**src/rtl/serial_add_ctrl_pkg.sv**
```systemverilog
// Shared definitions for the serial 64-bit adder controller.
//   - state encoding for the controller FSM
//   - default operand width and slice width
//   - slice count derivation (DATA_W must be a multiple of SLICE_W)
package serial_add_ctrl_pkg;

  localparam int DATA_W_DEF  = 64;
  localparam int SLICE_W_DEF = 16;

  typedef enum logic [1:0] {
    IDLE = 2'd0,
    RUN  = 2'd1,
    DONE = 2'd2
  } state_e;

  function automatic int nslice(input int data_w, input int slice_w);
    return data_w / slice_w;
  endfunction

  localparam int NSLICE_DEF = nslice(DATA_W_DEF, SLICE_W_DEF);

endpackage

```
**src/rtl/serial_add_ctrl_add_slice.sv**
```systemverilog
// add_slice: combinational W-bit ripple-carry adder built from full adders.
// Ports:
//   a, b   [W-1:0] addends
//   c_in           carry into bit 0
//   sum    [W-1:0] a + b + c_in (low W bits)
//   c_out          carry out of bit W-1
module add_slice #(
  parameter int W = 16
) (
  input  logic [W-1:0] a,
  input  logic [W-1:0] b,
  input  logic         c_in,
  output logic [W-1:0] sum,
  output logic         c_out
);

  logic [W:0] c;

  assign c[0] = c_in;

  for (genvar i = 0; i < W; i++) begin : g_fa
    logic p;
    assign p        = a[i] ^ b[i];
    assign sum[i]   = p ^ c[i];
    assign c[i+1]   = (a[i] & b[i]) | (p & c[i]);
  end

  assign c_out = c[W];

endmodule

```
**src/rtl/serial_add_ctrl.sv**
```systemverilog
// serial_add_ctrl: multi-cycle DATA_W adder that reuses one SLICE_W-bit
// ripple slice, LSB slice first, with the carry held in a register.
// Optional feature macro: SERIAL_ADD_OVF_EN adds the signed overflow output.
// Ports:
//   clk, rst            clock, synchronous active-high reset
//   in_valid/in_ready   operand handshake (a, b, c_in)
//   out_valid/out_ready result handshake (sum, c_out[, ovf])
//   busy                high while an operation is in RUN or DONE
//   ovf                 signed overflow (SERIAL_ADD_OVF_EN only)
module serial_add_ctrl
  import serial_add_ctrl_pkg::*;
#(
  parameter int DATA_W  = DATA_W_DEF,
  parameter int SLICE_W = SLICE_W_DEF
) (
  input  logic              clk,
  input  logic              rst,
  input  logic              in_valid,
  output logic              in_ready,
  input  logic [DATA_W-1:0] a,
  input  logic [DATA_W-1:0] b,
  input  logic              c_in,
  output logic              out_valid,
  input  logic              out_ready,
  output logic [DATA_W-1:0] sum,
  output logic              c_out,
  output logic              busy
`ifdef SERIAL_ADD_OVF_EN
  ,
  output logic              ovf
`endif
);

  localparam int NSLICE = nslice(DATA_W, SLICE_W);
  localparam int IDX_W  = (NSLICE > 1) ? $clog2(NSLICE) : 1;

  typedef struct packed {
    logic [DATA_W-1:0] a;
    logic [DATA_W-1:0] b;
  } opnd_t;

  state_e             state, state_nxt;
  opnd_t              op_q;
  logic               carry_q;
  logic [IDX_W-1:0]   idx_q;
  logic [DATA_W-1:0]  work_q, work_nxt;
  logic [SLICE_W-1:0] sl_a, sl_b, sl_sum;
  logic               sl_co;
  logic               last;
  logic               accept;

  // Single shared slice; the operand field is chosen by idx_q.
  assign sl_a = op_q.a[int'(idx_q)*SLICE_W +: SLICE_W];
  assign sl_b = op_q.b[int'(idx_q)*SLICE_W +: SLICE_W];

  add_slice #(.W(SLICE_W)) u_slice (
    .a    (sl_a),
    .b    (sl_b),
    .c_in (carry_q),
    .sum  (sl_sum),
    .c_out(sl_co)
  );

  // Working sum with the current slice merged in; used both to update the
  // working register and to load the output register on the last slice.
  always_comb begin
    work_nxt = work_q;
    work_nxt[int'(idx_q)*SLICE_W +: SLICE_W] = sl_sum;
  end

  assign last   = (idx_q == IDX_W'(NSLICE - 1));
  assign accept = in_valid & in_ready;

  // Outputs decode from state only; rst just masks ready during the reset cycle.
  assign in_ready  = (state == IDLE) & ~rst;
  assign out_valid = (state == DONE);
  assign busy      = (state != IDLE);

  always_ff @(posedge clk) begin
    if (rst) state <= IDLE;
    else     state <= state_nxt;
  end

  always_comb begin
    state_nxt = state;
    case (state)
      IDLE:    if (accept)    state_nxt = RUN;
      RUN:     if (last)      state_nxt = DONE;
      DONE:    if (out_ready) state_nxt = IDLE;
      default:                state_nxt = IDLE;
    endcase
  end

  always_ff @(posedge clk) begin
    if (rst) begin
      op_q    <= '0;
      carry_q <= 1'b0;
      idx_q   <= '0;
      work_q  <= '0;
      sum     <= '0;
      c_out   <= 1'b0;
`ifdef SERIAL_ADD_OVF_EN
      ovf     <= 1'b0;
`endif
    end else begin
      case (state)
        IDLE: begin
          if (accept) begin
            op_q.a  <= a;
            op_q.b  <= b;
            carry_q <= c_in;
            idx_q   <= '0;
          end
        end
        RUN: begin
          work_q  <= work_nxt;
          carry_q <= sl_co;
          idx_q   <= last ? '0 : idx_q + 1'b1;
          if (last) begin
            sum   <= work_nxt;
            c_out <= sl_co;
`ifdef SERIAL_ADD_OVF_EN
            // Same-sign operands producing an opposite-sign result.
            ovf   <= (op_q.a[DATA_W-1] == op_q.b[DATA_W-1]) &&
                     (work_nxt[DATA_W-1] != op_q.a[DATA_W-1]);
`endif
          end
        end
        default: ;
      endcase
    end
  end

endmodule

```
**config.mk**
```make
export PLATFORM = sky130hd
export DESIGN_NAME = serial_add_ctrl
export DESIGN_NICKNAME = d
export VERILOG_FILES = /design/src/rtl/serial_add_ctrl_pkg.sv /design/src/rtl/serial_add_ctrl_add_slice.sv /design/src/rtl/serial_add_ctrl.sv
export SDC_FILE = /design/constraint.sdc
export NUM_CORES = 1
export LEC_CHECK = 0
export CORE_ASPECT_RATIO = 0.5
export CORE_MARGIN = 3
export CORE_UTILIZATION = 50
export DETAILED_ROUTE_END_ITERATION = 8
export DONT_BUFFER_PORTS = 1
export PLACE_DENSITY_LB_ADDON = 0.2
export SYNTH_ARGS = -nofsm -noshare
export SYNTH_HDL_FRONTEND = slang
export SYNTH_HIERARCHICAL = 1
export SYNTH_SLANG_ARGS = --single-unit
```
**constraint.sdc**
```tcl
create_clock -name clk -period 19.05 [get_ports clk]
set_input_delay 4.7625 -clock clk [delete_from_list [all_inputs] [get_ports clk]]
set_output_delay 4.7625 -clock clk [all_outputs]
set_load 0.005 [all_outputs]
```
### Word-level counts from Yosys, hierarchy flattened

Index checks and enable logic that the tools add are counted.

| operators by class | value |
|---|---|
| add/subtract/negate cells | 2 |
| eq/ne operators | 6 |
| shift operators | 4 |
| mux-type cells | 10 |
| bitwise logic cells | 83 |
| reduce and logical (&&, ||, !) cells | 7 |

Operators by type and width:

| kind | number |
|---|---|
| 64-bit by 7-bit indexed part select with 16-bit output | 2 |
| 64-bit bitwise mux | 1 |
| 16-bit by 33-bit variable shift with 64-bit output, first input constant | 1 |
| 16-bit by 33-bit indexed part select with 64-bit output | 1 |
| 1-bit bitwise AND | 34 |
| 6-bit negation with 33-bit output | 1 |
| 1-bit XOR | 32 |
| 1-bit OR | 16 |
| 2-bit 2-to-1 mux | 5 |
| 2-bit one-hot mux with 3 select lines | 1 |
| 2-bit AND reduction | 3 |
| 2-bit == test, second input constant | 2 |
| 2-bit != test, second input constant | 2 |
| 2-bit one-hot mux with 2 select lines | 1 |
| 2-bit nonzero test | 2 |
| 3-bit AND reduction | 1 |
| 2-bit by 1-bit adder with 2-bit output, second input constant | 1 |
| 2-bit by 1-bit == test with 1-bit output, second input constant | 1 |
| 2-bit zero test | 1 |
| 2-bit by 1-bit != test with 1-bit output, second input constant | 1 |
| 1-bit one-hot mux with 2 select lines | 1 |
| 1-bit 2-to-1 mux | 1 |
| 1-bit NOT | 1 |

| word-level totals | value |
|---|---|
| flip-flop bits (word level) | 262 |
| input port bits | 133 |
| output and inout bits | 68 |
| word-level logic and storage cells | 120 |

### Longest topological paths before layout

Gate-level depths: netlist (run 1).

| depth | value |
|---|---|
| depth in word-level cells | 35 |
| depth in mapped cells | 26 |
| gate-level depth less buffers | 23 |

### By module

The synthesis (run 1) kept the hierarchy.

By module, submodules not included:

| module | instances | cells each | area an instance (um2) | sequential area each (um2) |
|---|---|---|---|---|
| serial_add_ctrl | 1 | 1274 | 11295.8 | 5245.0 |
| add_slice | 1 | 26 | 357.8 | 0.0 |

### Least setup slack after synthesis (run 1)

No wires, ideal clock.

| timing | value |
|---|---|
| path type | in2out |
| start point | in rst |
| end point | out in_ready |
| arrival | 5.456 ns |
| required time | 14.287 ns |
| setup slack | 8.832 ns |
| cell stages on the path | 4 |
| buffers on the path | 3 |
| path through | buf_2 -> buf_2 -> clkbuf_1 -> nor2_1 |

| between the ends | value |
|---|---|
| cells in the longest elaborated chain, start to end | 2 |

Ends and longest elaborated chain:

| element | RTL line | text |
|---|---|---|
| start, declared | serial_add_ctrl.sv:17 | `input logic rst,` |
| 1-bit NOT | serial_add_ctrl.sv:75 | `assign in_ready = (state == IDLE) & ~rst;` |
| 1-bit bitwise AND | serial_add_ctrl.sv:75 |  |
| end, declared | serial_add_ctrl.sv:19 | `output logic in_ready,` |

Every way passes these cells.

### Worst setup path in the final report (run 1)

Ends and elaborated chain as after synthesis.

==> results.toml, run 1 <==
[die]
die-area_um2 = 25290
ioPinCount = 201
chipHeight_um = 114.0
start_util = 0.5237
core_um2 = 22250
rows = 38
die_x_um = 221.9

[sta]
hold_viol = 0
post-route-period-util = 0.5075
skew_ns = 0.01080
tns_ns = 0
fin_crit_ns = 9.669
worst-slew-pin-transition_ns = 1.133
timing.final.max_slew_violations = 0
rsz0062_at_grt = "no"
relSlewSlack = 0.2447
max_freq_mhz = 103.4
finalSetupViolCount = 0

[logic_synthesis]
syn-num-nets = 1455
avgSynthCellArea_um2 = 8.964
synthArstFlopShare = 0
synth-xor-area-share = 0
synthMuxAreaShare = 0.06442
ys.flop_type = "dfxtp_1"
yosysTopAreaCell = "dfxtp_1"
synth_top_area_share = 0.4501
synth_common_cells = "262 x dfxtp_1, 181 x nand2_1, 131 x nand2b_1"
synth_edf_count = 0
synth.most_common_cell = "dfxtp_1"
ys_ff_latch = 262
syn_inst = 1300
synthTopCellsByArea = "dfxtp_1 45%, nand2b_1 7.0%, mux4_2 6.2%"
synth.yosys.warnings = 6
synth_compound_area_frac = 0.1373
ys_seq_area_frac = 0.4501
yosys.area_share.simple = 0.2474
synth_top_family_by_area = "simple AND/OR/NAND/NOR gates"
synth_fa_ha_area_frac = 0.03393
synth_area_um2 = 11650
yosysUniqueCellTypes = 37

[clock_network]
clock_latency_ns = 0.53
cts_tree = "yes"
clk_pin_slew_ns = 0.06
cts_resized = 0
clock_sink_count = 262
cts_max_level = 1
root_buffer = "clkbuf_16"
postCtsHoldBufs = 0
postCtsSetupBuffers = 0
cts_buffers = 24
clockBufferDepth = 3

[power]
p_sw_mw = 0.3028
combPwrFrac = 0.100
p_seq_frac = 0.478
powerDensity_nw_per_um2 = 99.65
sw_frac_of_total = 0.2476
p_leak_nw = 4.239
pwr-share-clk = 0.422
ir_drop_mv = 0.04389
p_int_mw = 0.9200

[worst_setup_path]
crit_buf_inv = 0
cp_top_family = "simple AND/OR/NAND/NOR gates"
r2r_slack_ns = 10.20
critPathArrivalTime_ns = 4.91
startpoint_type = "input port"
crit_path_start = "rst"
endpoint_kind = "output port"
crit_fanout = 265
critical_path_class = "in2out"
max_stage_delay_ns = 0.13
r2r-start = "idx_q[0]"
crit_chain = "nor2_1"
critPathSlowestCell = "nor2_1"
cp.required_ns = 14.29

[detailed_routing]
drc = 0
wl_per_cell_um = 19.80
ant_nets = 0
drtIter0Drc = 875
dr_total_vias = 8724
wl_mm = 30.09
via_per_inst = 5.739
drt_pre_antenna_iters = 7

[placed_design]
place_hpwl_mm = 19.33
port_buffers = 0
place_congestion = 0.7911

[final_layout]
final_nets = 1359
syn2layout_area_growth_pct = 5.293
fill_cells = 2047
drive_gt1_frac = 0.07541
register_area_um2 = 5248
antennaDiodeCount = 0
multi_input_area_um2 = 5654
final_util = 0.5515

[min_path]
hold_path.class = "reg2reg"
min_from = "work_q[40]"

[outcome]
run_status = "complete, no violations"

[global_route]
overflow = 0
grt_antenna_before_repair = 1
grt_pass1_vias = 8184
grt_pass1_wl_mm = 46.82
grt_max_degree = 266
grt_util_all_layers = 0.2307

[job]
maxCapViolations = 0
## registers in the layout, summed over array words and instances, names as in the netlist
register  flops
state         2
carry_q       1
idx_q         2
op_q        128
c_out         1
sum          64
work_q       64
## per-layer routing
| metal | global-route usage | wire (um) | up-vias |
|---|---|---|---|
| met1 | 0.3377 | 14120 | 4192 |
| met2 | 0.3600 | 13580 | 212 |
| met3 | 0.05194 | 1978 | 44 |
| li1 | - | - | 4274 |
| met5 | 0 | 20 | - |
| met4 | 0.03235 | 396 | 2 |
## per-stage QoR
stage	cells	total power, mW	hold slack [ns]	cell area [um^2]	worst slack (ns)
after floorplan	1300	0.6870	0.4273	11650	8.832
after global placement	1478	0.7136	0.4285	11420	9.381
after detailed placement	1478	0.7177	0.4333	11420	9.380
after CTS	1520	1.230	0.4423	12270	9.379
after global routing	1520	1.270	0.4606	12270	9.380
final	1520	1.223	0.4448	12270	9.381
## placed cells by master (no fill, tap or decap), types with 32 or more instances in the layout
cell type    n
dfxtp_1    260
nand2_1    181
nand2b_1   131
o21ai_0    128
nor2_1      84
nor3_1      63
a21oi_1     51
nand3_1     48
nor2b_1     47
a311oi_1    46
mux4_2      32
## layout make-up
| type | instances | area share |
|---|---|---|
| clock buffers | 36 | 0.06006 |
| clock inverters | 6 | 0.008871 |
| inverters | 14 | 0.004283 |
| multi-input cells | 891 | 0.4608 |
| flip-flops and latches | 262 | 0.4277 |
| well taps | 300 | 0.03059 |
| repair buffers | 11 | 0.007750 |
## cells by family (layout without fill, tap and decap cells)
kind of cell | after synthesis | after routing
AO/OA/AOI/OAI | 260 | 260
adder cells (fa/ha/maj) | 22 | 22
buffers and inverters | 147 | 67
flip-flops | 262 | 262
multiplexers | 35 | 35
AND/OR/NAND/NOR | 574 | 574
## power groups by stage
stage | logic (mW) | registers (mW) | clock network (mW)
2_1_floorplan | 0.0965 | 0.591 | 0
3_3_place_gp | 0.118 | 0.596 | 0
3_5_place_dp | 0.121 | 0.597 | 0
4_1_cts | 0.121 | 0.585 | 0.525
5_1_grt | 0.131 | 0.587 | 0.552
6_report | 0.122 | 0.585 | 0.516
## worst paths after layout
kind / to / depth (start not counted)
hold / removal: work_q[40] / 2
setup / recovery: in_ready / 1
setup reg to reg: sum[63] / 24
hold reg to reg: work_q[40] / 2
(Power assumes the default switching activity.)
==> run 2: changes to the inputs <==
==> constraint.sdc (replaced) <==
create_clock -name clk -period 9.3 [get_ports clk]
set_input_delay 2.325 -clock clk [delete_from_list [all_inputs] [get_ports clk]]
set_output_delay 2.325 -clock clk [all_outputs]
set_load 0.005 [all_outputs]
==> run 2 against run 1 <==
  * Count of clock-buffer cells in the layout is 6 lower
  * Setup slack worse by 8.2 ns
  * First-iteration DRC count is 3.7% lower
  * Wire length is 1.1% higher
  * Global-route usage is 0.53 points higher
  * Combinational power is 110% higher
  * Total power is 110% higher
  * Via count is 0.30% higher
  * Register-to-register slack worse by 9.1 ns
  * Sequential cell count stayed put
==> results.toml, run 2 (synthesis gave the netlist of run 1 again) <==
[outcome]
run_status = "complete, no violations"

[worst_setup_path]
cp.required_ns = 9.75
r2r-end = "sum[47]"
r2r-start = "idx_q[0]"
r2r_slack_ns = 1.14
crit_fanout = 17
critical_path_class = "reg2reg"
endpoint_kind = "flop"
r2r_cells = 21
startpoint_type = "flop"
critPathArrivalTime_ns = 8.61

[power]
p_leak_nw = 4.263
p_int_mw = 1.881
p_sw_mw = 0.6283
sw_frac_of_total = 0.2504
ir_drop_mv = 0.1107
power.total_mw = 2.509
combPwrFrac = 0.102
pwr-share-clk = 0.423
powerDensity_nw_per_um2 = 204.1
p_seq_frac = 0.476

[die]
chipHeight_um = 114.0
die-area_um2 = 25290
ioPinCount = 201
start_util = 0.5237
core_um2 = 22250
rows = 38
die_x_um = 221.9

[final_layout]
drive_gt1_frac = 0.08082
syn2layout_area_growth_pct = 5.519
mostFrequentLayoutCells = "260 x dfxtp_1, 181 x nand2_1, 131 x nand2b_1"
fill_cells = 2051
finalNonFillerCells = 1525
final_nets = 1363
final_util = 0.5526
top_regs = "op_q (128), sum (64), work_q (64)"
stdcell_area_um2 = 12300
largest_reg_flops = 128
layout_commonest_cell = "dfxtp_1"
antennaDiodeCount = 0
top_register = "op_q"

[clock_network]
root_buffer = "clkbuf_16"
cts_buffers = 24
cts_max_level = 1
clock_sink_count = 262
postCtsSetupBuffers = 0
clockBufferDepth = 3
cts_tree = "yes"
clk_pin_slew_ns = 0.07
cts_resized = 0
clock_latency_ns = 0.53
postCtsHoldBufs = 0

[placed_design]
dp_cells = 1482
place_area_um2 = 11450
place_ws_ns = 1.233
place_congestion = 0.8056
port_buffers = 0
place_hpwl_mm = 19.80

[detailed_routing]
via_per_inst = 5.738
wl_per_cell_um = 19.96
dr_total_vias = 8750
ant_nets = 0
drtIter0Drc = 843
drt_pre_antenna_iters = 5
drc = 0
wl_mm = 30.44

[global_route]
grt_pass1_wl_mm = 47.72
overflow = 0
grt_max_degree = 266
grt_util_all_layers = 0.2361
grt_antenna_before_repair = 0
grt_pass1_vias = 8426

[sta]
max_freq_mhz = 122.5
post-route-period-util = 0.8776
skew_ns = 0.01348
hold_slack_ns = 0.4465
rsz0062_at_grt = "no"
worst-slew-pin-transition_ns = 0.9418
timing.final.max_slew_violations = 0
layout_setup_ws_ns = 1.138
finalSetupViolCount = 0
tns_ns = 0
relSlewSlack = 0.3722
hold_viol = 0
fin_crit_ns = 8.162

[min_path]
min_from = "work_q[35]"
whs_path_depth = 2
hold_end = "work_q[35]"
hold_path.class = "reg2reg"

[job]
maxCapViolations = 0
[run 2: cell types whose count changed in the layout (fill, tap and decap cells not counted), sizes merged]
cell,previous run,this run
buf,11,15
clkinvlp,0,1
bufinv,3,4
clkinv,3,8
clkbuf,36,30
[run 2: worst max-delay path by stage]
stage                   from       to  slack, ns  depth (start not counted)
detailed placement  idx_q[0]  sum[31]       1.23                         21
CTS                 idx_q[0]  sum[47]       1.15                         21
global placement    idx_q[0]  sum[63]       1.44                         21
floorplan           idx_q[0]  sum[63]       1.36                         26
finish              idx_q[0]  sum[47]       1.14                         21
global route        idx_q[0]  sum[15]       0.85                         21
[run 2: metal layers]
metal,wire [um],track usage,up-vias
met5,0,0,-
li1,-,-,4275
met2,13910,0.3761,238
met4,477,0.04342,0
met3,1945,0.05194,34
met1,14110,0.3362,4203
[run 2: layout make-up]
class	instances	area [um^2]	area share
clock buffers	30	674.4	0.05484
inverters	14	52.55	0.004274
well taps	300	375.4	0.03053
repair buffers	15	125.1	0.01018
multi-input cells	891	5654	0.4598
flip-flops and latches	262	5248	0.4267
clock inverters	13	167.7	0.01363
[run 2: power by group through the flow]
stage               logic [mW]  registers, mW  clock network (mW)
finish                   0.255           1.19                1.06
floorplan                0.198           1.21                   0
global placement         0.249           1.22                   0
detailed placement       0.253           1.22                   0
global route             0.276           1.20                1.13
CTS                      0.253           1.19                1.08
[run 2: worst max-delay path: stages, from the launching register on]
cell and delay [ns]:
dfxtp_2 0.38, buf_4 0.36, mux4_2 0.59, fa_1 0.45, fa_1 0.39, fa_1 0.39
fa_1 0.38, fa_1 0.39, fa_1 0.42, fa_1 0.40, fa_1 0.41, fa_1 0.41
fa_1 0.43, fa_1 0.41, fa_1 0.43, fa_1 0.39, fa_1 0.37, inv_1 0.08
fa_1 0.40, inv_1 0.24, a311oi_1 0.14, nor3_1 0.22
==> run 3: changes to the inputs <==
--- a/config.mk
+++ b/config.mk
@@ -10,8 +10,8 @@
 export CORE_UTILIZATION = 50
 export DETAILED_ROUTE_END_ITERATION = 8
 export DONT_BUFFER_PORTS = 1
+export HOLD_SLACK_MARGIN = 0.03
 export PLACE_DENSITY_LB_ADDON = 0.2
 export SYNTH_ARGS = -nofsm -noshare
 export SYNTH_HDL_FRONTEND = slang
-export SYNTH_HIERARCHICAL = 1
 export SYNTH_SLANG_ARGS = --single-unit
==> run 3 against run 2 <==
  * Via count down 1.0%
  * Global-route usage down 0.12 points
  * Worst hold slack better by 0.0046 ns
  * Core utilization down 0.89 points
  * Critical path type unchanged
==> results.toml, run 3 <==
[placed_design]
place_congestion = 0.8345
place_area_um2 = 11170
port_buffers = 0
dp_cells = 1427
place_hpwl_mm = 19.83

[final_layout]
syn2layout_area_growth_pct = 5.214
final_nets = 1308
mostFrequentLayoutCells = "260 x dfxtp_1, 145 x nand2_1, 133 x nor2_1"
drive_gt1_frac = 0.07198
antennaDiodeCount = 0
top_register = "op_q"
layout_commonest_cell = "dfxtp_1"
stdcell_area_um2 = 11970
largest_reg_flops = 128
top_regs = "op_q (128), sum (64), work_q (64)"
finalNonFillerCells = 1467

[power]
ir_drop_mv = 0.1353
p_leak_nw = 4.050
powerDensity_nw_per_um2 = 205.2

[worst_setup_path]
cp.required_ns = 9.71
critPathSlowestCell = "dfxtp_2"
critPathArrivalTime_ns = 8.81
startpoint_type = "flop"
cp_common_cell = "fa_1"
crit_chain = "mux4_2 -> fa_1 -> inv_1 -> fa_1 -> fa_1 -> fa_1 -> fa_1 -> fa_1 -> fa_1 -> fa_1 -> fa_1 -> fa_1 -> fa_1 -> fa_1 -> fa_1 -> fa_1 -> fa_1 -> inv_1 -> fa_1 -> nor2b_1 -> a221oi_1 -> nor3_1"
crit_buf_inv = 2
crit_fanout = 33
max_stage_delay_ns = 0.91
endpoint_kind = "flop"
critical_path_class = "reg2reg"
cp_top_family = "adder cells"

[detailed_routing]
wl_mm = 29.70
wl_per_cell_um = 20.25
dr_total_vias = 8660
drc = 0
highest_layer = "met4"
ant_nets = 0
drt_pre_antenna_iters = 5
wl_met1_mm = 13.12
drtIter0Drc = 855
dr_wl_met3_mm = 2.056
met2_length_mm = 13.92
via_per_inst = 5.903

[logic_synthesis]
synthArstFlopShare = 0
synthTopCellsByArea = "dfxtp_1 46%, nand2b_1 7.1%, mux4_2 6.3%"
synth_common_cells = "262 x dfxtp_1, 145 x nand2_1, 133 x nor2_1"
yosysUniqueCellTypes = 38
ys_ff_latch = 262
avgSynthCellArea_um2 = 9.219
syn_inst = 1234
yosysTopAreaCell = "dfxtp_1"
synth.yosys.warnings = 0
ys.flop_type = "dfxtp_1"
ys_seq_area_frac = 0.4611
synth_top_area_share = 0.4611
synth_edf_count = 0
synth_area_um2 = 11380
synth.most_common_cell = "dfxtp_1"
syn-num-nets = 1389

[die]
die-area_um2 = 24710
start_util = 0.5168
core_um2 = 22010
ioPinCount = 201
die_x_um = 219.3
chipHeight_um = 112.7
rows = 38

[sta]
fin_crit_ns = 8.396
max_freq_mhz = 119.1
timing.final.max_slew_violations = 0
tns_ns = 0
relSlewSlack = 0.2505
finalSetupViolCount = 0
post-route-period-util = 0.9028
hold_viol = 0
rsz0062_at_grt = "no"
skew_ns = 0.01936
worst-slew-pin-transition_ns = 1.124

[clock_network]
cts_buffers = 24
cts_resized = 0
root_buffer = "clkbuf_16"
cts_tree = "yes"
clock_latency_ns = 0.54
clockBufferDepth = 3
clock_sink_count = 262
postCtsHoldBufs = 0
cts_max_level = 1
clk_pin_slew_ns = 0.07
postCtsSetupBuffers = 0

[global_route]
overflow = 0
grt_util_all_layers = 0.2349
grt_pass1_vias = 8316
grt_antenna_before_repair = 0
grt_max_degree = 266
grt_pass1_wl_mm = 45.96

[min_path]
hold_path.class = "reg2reg"

[outcome]
run_status = "complete, no violations"

[job]
maxCapViolations = 0
## run 3: cell count changes after synthesis, moves of 36 or more
cell,before,now
nand2_1,181,145
a311oi_1,46,0
nand3_1,48,1
nor2_1,84,133
nor2b_1,47,4
## run 3: area by class of cell
cell class	count	area (um^2)
timing repair buffer	6	45.04
clock inverter	8	118.9
inverter	36	135.1
tap	300	375.4
clock buffer	32	681.9
fill	1993	10040
multi-input combinational	823	5365
sequential	262	5248
## run 3: worst reg2reg max path, cell delays in order (launching register included)
cell	delay, ns
dfxtp_2	0.91
mux4_2	0.39
fa_1	0.18
inv_1	0.05
fa_1	0.38
fa_1	0.40
fa_1	0.39
fa_1	0.39
fa_1	0.40
fa_1	0.40
fa_1	0.39
fa_1	0.39
fa_1	0.41
fa_1	0.41
fa_1	0.39
fa_1	0.45
fa_1	0.40
fa_1	0.36
inv_1	0.08
fa_1	0.48
nor2b_1	0.24
a221oi_1	0.32
nor3_1	0.08
## run 3: power by group
group	switching (mW)	internal (mW)	total, mW
sequential	0.0327	1.17	1.20
clock	0.430	0.597	1.03
combinational	0.134	0.0952	0.229
total	0.597	1.86	2.46
## run 3: per-layer routing
layer  track usage  vias up
li1              -     4132
met1        0.3234     4196
met2        0.3815      288
met3       0.05112       44
met4       0.05261        0
met5             0        -
## run 3: cells by family (layout without fill, tap and decap cells)
group	after synthesis	count (layout)	share of synthesized area
buffers and inverters	149	82	0.06764
adder cells (fa/ha/maj)	22	22	0.03476
multiplexers	32	32	0.06335
flip-flops	262	262	0.4611
AND/OR/NAND/NOR	494	494	0.2111
AO/OA/AOI/OAI	275	275	0.1621
## run 3: final timing paths
| kind | from | end | slack, ns | cells after the start |
|---|---|---|---|---|
| setup / recovery | idx_q[0] | sum[63] | 0.90 | 22 |
| hold / removal | work_q[10] | work_q[10] | 0.45 | 2 |
| setup reg to reg | idx_q[0] | sum[63] | 0.90 | 22 |
| hold reg to reg | work_q[10] | work_q[10] | 0.45 | 2 |
## run 3: metrics by stage
step | hold slack [ns] | power (mW) | worst slack, ns | utilization
after floorplan | 0.4326 | 1.404 | 1.432 | -
after global placement | 0.4340 | 1.446 | 1.099 | 0.5073
after detailed placement | 0.4414 | 1.454 | 0.8829 | 0.5073
after CTS | 0.4501 | 2.476 | 0.8705 | 0.5437
after global routing | 0.4739 | 2.547 | 0.4887 | 0.5437
final | 0.4511 | 2.457 | 0.9040 | 0.5437
